### src/rtl/xor_parity_seq.sv
// xor_parity_seq: nibble-serial parity of a WIDTH-bit word via one xor4bits cell (clk, rst, start/data_in in; ready, busy, done, parity, nib_count out)
module xor4bits (
  input  logic a,
  input  logic b,
  input  logic c,
  input  logic d,
  output logic y
);
  assign y = a ^ b ^ c ^ d;
endmodule

module xor_parity_seq #(
  parameter int WIDTH = 16,
  parameter bit ODD   = 1'b0
) (
  input  logic                            clk,
  input  logic                            rst,
  input  logic                            start,
  input  logic [WIDTH-1:0]                data_in,
  output logic                            ready,
  output logic                            busy,
  output logic                            done,
  output logic                            parity,
  output logic [$clog2(WIDTH/4+0)+0:0]    nib_count
);
  localparam int NIBS = WIDTH / 4;
  localparam int CW = $clog2(NIBS) + 1;
  typedef enum logic [1:0] {IDLE, RUN, DONE} state_t;
  state_t           state;
  logic [WIDTH-1:0] shreg;
  logic             acc;
  logic [CW-1:0]    cnt;
  logic             y;
  xor4bits u_x (.a(shreg[3]), .b(shreg[2]), .c(shreg[1]), .d(shreg[0]), .y(y));
  assign ready     = state == IDLE;
  assign busy      = state != IDLE;
  assign done      = state == DONE;
  assign nib_count = cnt;
  always_ff @(posedge clk) begin
    if (rst) begin
      state  <= IDLE;
      shreg  <= '0;
      acc    <= 1'b0;
      cnt    <= '0;
      parity <= ODD;
    end else begin
      case (state)
        IDLE: if (start) begin
          shreg <= data_in;
          acc   <= 1'b0;
          cnt   <= '0;
          state <= RUN;
        end
        RUN: begin
          acc   <= acc ^ y;
          shreg <= shreg >> 4;
          cnt   <= cnt + 1'b1;
          if (cnt == CW'(NIBS - 1)) begin
            parity <= acc ^ y ^ ODD;
            state  <= DONE;
          end
        end
        DONE: state <= IDLE;
        default: state <= IDLE;
      endcase
    end
  end
endmodule

### config.mk
export PLATFORM = sky130hd
export DESIGN_NAME = xor_parity_seq
export DESIGN_NICKNAME = d
export VERILOG_FILES = /design/src/rtl/xor_parity_seq.sv
export SDC_FILE = /design/constraint.sdc
export NUM_CORES = 1
export LEC_CHECK = 0
export BUFFER_PORTS_ARGS = -buffer_cell sky130_fd_sc_hd__buf_2
export CORE_ASPECT_RATIO = 1.4
export CORE_MARGIN = 5
export CORE_UTILIZATION = 35
export DETAILED_ROUTE_END_ITERATION = 12
export GPL_TIMING_DRIVEN = 1
export PLACE_DENSITY_LB_ADDON = 0.1
export SLEW_MARGIN = 20
export SYNTH_ARGS = -nofsm -noshare
export SYNTH_HDL_FRONTEND = slang
export SYNTH_SLANG_ARGS = --single-unit
### constraint.sdc
create_clock -name clk -period 2.1 [get_ports clk]
set_input_delay 0.21 -clock clk [delete_from_list [all_inputs] [get_ports clk]]
set_output_delay 0.21 -clock clk [all_outputs]
set_load 0.02 [all_outputs]
# Word level (Yosys, flattened, before mapping)
# Cells that the tools add are included.
# totals
register_bits	23
inputBits	19
wordCells	30
out_inout_bits	7
# op_classes
n_addsub	1
n_eq_ne	5
n_mux	9
n_reduce_logical	6
bitwise	4
# op_table
op	count
one-hot mux 16 bit (2 select lines)	1
2-to-1 mux 16 bit	1
one-hot mux 3 bit (2 select lines)	1
AND reduction 2 bit	3
2-to-1 mux 2 bit	2
!= test 2 bit, second input constant	2
one-hot mux 2 bit (2 select lines)	1
nonzero test 2 bit	2
bitwise XOR 1 bit	4
adder 3 x 1 -> 3 bit, second input constant	1
== test 3 x 2 -> 1 bit, second input constant	1
2-to-1 mux 3 bit	1
== test 2 x 1 -> 1 bit, second input constant	1
== test 2 bit, second input constant	1
zero test 2 bit	1
one-hot mux 1 bit (2 select lines)	1
2-to-1 mux 1 bit	1

# Depth between registers and ports, before layout
# depth
ltp_word	5
mapped_depth	5
ltp_nobuf	5

# Hierarchy
# A second synthesis with hierarchy kept.
# unflattened
hier_cells	117
area_unflattened_um2	1141.1
# by_module_without_submodules
module	area_each_um2	cells_each	seq_area_each_um2	instances
xor_parity_seq	1114.8	114	460.4	1
xor4bits	26.3	3	0.0	1

# Least setup slack after synthesis
# OpenSTA, ideal clock, no wires.
# synth_path
path_kind	register -> register
startpoint	register cnt[0], in the netlist nib_count[0]
endpoint	register parity
setup_time_ns	0.122
t_arrival_ns	1.253
synth_period_minus_slack_ns	1.376
stages_incl_launch_ff	6
required_ns	1.978
n_path_buf	0
path_slack_ns	0.724
path_cell_list	dfxtp_1 > ha_1 > ha_1 > nand2_1 > nor3b_1 > a221o_2
# synth_between
elab_chain_cells	2
# synth_lines
item	line_no	rtl
from (decl)	32	logic [CW-1:0] cnt;
from (signal assigned)	57	cnt <= cnt + 1'b1;
== test 3 x 2 -> 1 bit	58	if (cnt == CW'(NIBS - 1)) begin
AND reduction 2 bit (no line)	n/a	
to (signal assigned)	59	parity <= acc ^ y ^ ODD;
to (decl)	23	output logic parity,
# Every way passes these cells.
# A chain may end at the register's enable or synchronous reset.

# Worst setup path in the final report
# layout_path
startpoint	register state[1]
endpoint	output port busy
# layout_between
elab_chain_cells	1
# layout_lines
item	line_no	rtl
from (decl)	29	state_t state;
from (signal assigned)	41	state <= IDLE;
from (signal assigned)	52	state <= RUN;
from (signal assigned)	60	state <= DONE;
nonzero test 2 bit	36	assign busy = state != IDLE;
to (decl)	21	output logic busy,
# Every way passes these cells.

==> metrics <==
status=finished, final reports clean; die width=56.4 um; first-pass GRT wire length=4.04 mm; Tmin final=1.66 ns; Die Y=75.0 um; R2R setup slack=0.52 ns; Sink Count=23; antenna cells=0; hold buffers post-CTS=0; pin count of the biggest net entering global routing=26; Clock Tree Buf Depth=2; DP HPWL=roughly 1.7 mm; core area=2880 sq um; post-cts resize count=0; Min-Delay Path Class=input port to register; worst slew pin tran=0.628 ns; largest area contributor in the netlist=dfxtp_1; Relative slew margins=0.581; antenna violations before repair=0; PortBufs=25; Clock Pin Slew Worst Setup and Hold Paths=0.08 ns; most frequent cell after synthesis=nor2_1; CP Launch Type=register; total track usage=0.122; Post-synth EDFFs=0; syn nets=155; cell count after synthesis=134; Placer Congestion=0.707; Final ANT Viol Nets=0; post-CTS setup repair buffer count=0; register area share after synthesis=0.436; Crit Reg-Reg Endpoint=parity$_SDFFE_PP0P_; # DRC=0; crit end category=output pin; CP Class=register to output pin; crit share post-route=0.792; Slew Limit Fails=0; layout cells sized above 1=0.208; post-synth top area share=0.436; CTS H-tree lvls=1; Root Buffer Master=clkbuf_8; total grt overflow=0; post-synthesis async set-or-reset flop share=0; Mapped Area=1060 sq um; Worst VDD drop=0.000368 V; synthesis warning total=0; Critical Path RT=1.89 ns; r2r startpoint=state[1]$_SDFFE_PP0P_; PwrDens=approximately 740 nW/um^2; Rows=23; P&R area growth vs syn=17.3%; worst-path maximum fanout=20; nets@finish=176; final setup vio count=0; pre-CTS setup slack=0.530 ns; CP startpoint=state[1]$_SDFFE_PP0P_; slack of the critical path=0.437 ns; Worst-Skew Late Latency=0.26 ns; unrepaired setup endpoints after global routing=false; DR pass1 iterations=4; top_reg_cell synth=dfxtp_1; Max-Cap Viols=0; Initial Util=0.367; vias post-DR=974; drt wl/cell=12.7 um; 1st-iter DRT viols=26; Mapped Avg Cell Area=7.88 sq um; Via density=5.10; TritonCTS clock tree=yes; synthesized flop and latch total=23; ranking of synthesized cells by area=dfxtp_1 (44%), nor2_1 (14%), a2bb2oi_1 (5.8%), nor3_1 (5.7%), nor2b_1 (4.7%); CP endpoint=busy; Synth top cells by count=nor2_1 (39), dfxtp_1 (23), nor3_1 (12); Reg2Reg Depth=4; Die Area=4230 sq um; TNS Setup=0 ns; fmax=601 MHz; clock skew=0.000747 ns; leakage power=0.553 nW; vias in the first global route=917; Num CTS Buffers=3; worst path arrival time=about 1.5 ns; Top Ports=26; Distinct cells, synth=25; final WL=2.42 mm; Hold Vio Cnt, Final=0
-- worst min path at each step --
stage                            from                     end  slack, ns  depth (start not counted)
after floorplan           data_in[12]  shreg[12]$_SDFFE_PP0P_       0.38                          2
after global placement    data_in[12]  shreg[12]$_SDFFE_PP0P_       0.46                          3
after detailed placement  data_in[14]  shreg[14]$_SDFFE_PP0P_       0.47                          3
after CTS                 data_in[14]  shreg[14]$_SDFFE_PP0P_       0.20                          3
after global routing      data_in[14]  shreg[14]$_SDFFE_PP0P_       0.20                          3
final                     data_in[14]  shreg[14]$_SDFFE_PP0P_       0.20                          3
-- through the flow --
step | util | power [W] | hold WS (ns) | instance area [sq um] | instances
after floorplan | - | 0.000612 | 0.376 | 1060 | 134
after global placement | 0.414 | 0.000656 | 0.465 | 1190 | 187
after detailed placement | 0.414 | 0.000658 | 0.473 | 1190 | 187
after CTS | 0.430 | 0.000930 | 0.198 | 1240 | 191
after global routing | 0.430 | 0.000976 | 0.205 | 1240 | 191
final | 0.430 | 0.000920 | 0.202 | 1240 | 191
-- area by class of cell --
class | instances | area [sq um]
sequential | 23 | 460
clock buffer | 3 | 41.3
timing repair buffer | 26 | 133
fill | 320 | 1640
inverter | 4 | 15.0
tap | 37 | 46.3
multi-input combinational | 97 | 538
clock inverter | 1 | 5.00
-- critical path, stage by stage (launching register included) --
cell and delay, ns:
dfxtp_1 0.73, nor2_1 0.22, inv_1 0.09, buf_2 0.16
-- registers in the layout (all words and copies together), names as in the netlist --
signal	count
acc	1
shreg	16
nib_count	3
state	2
parity	1
-- logic make-up after synthesis --
kind of cell	synth area share
AO/OA/AOI/OAI	0.166
flip-flops	0.436
buffers and inverters	0.0545
adder cells (fa/ha/maj)	0.0237
AND/OR/NAND/NOR	0.295
XOR/XNOR	0.0249
-- layout by cell type, fill, tap and decap left out --
cell	n
a31oi_1	1
nor4_1	1
a221o_2	1
a22oi_1	2
clkbuf_8	3
nor2b_1	8
a21oi_1	2
dfxtp_1	23
a211oi_1	1
or3_1	1
nand2_1	3
nand2b_1	2
buf_2	25
nor2_1	39
inv_1	4
nor3b_1	1
a32oi_1	3
clkinv_2	1
nand3_1	1
o22ai_1	6
ha_1	2
or2_2	1
a2bb2oi_1	7
xnor2_1	3
nor3_1	12
buf_4	1
-- metal layers --
layer	share of wire	up-vias	track usage	routed length [um]
met5	0	-	0	0
met4	0.018	0	0.0554	44
met3	0.055	5	0.0343	132
met2	0.47	21	0.202	1130
met1	0.46	451	0.148	1110
li1	-	497	-	-
-- report_power, final --
group	total [W]	leakage, nW	internal (W)	switching, W
Clock	0.000274	0.0255	0.000132	0.000141
Sequential	0.000490	0.190	0.000466	0.0000237
Combinational	0.000157	0.338	0.0000732	0.0000834
No activity file was read; power rests on OpenSTA's default activity.
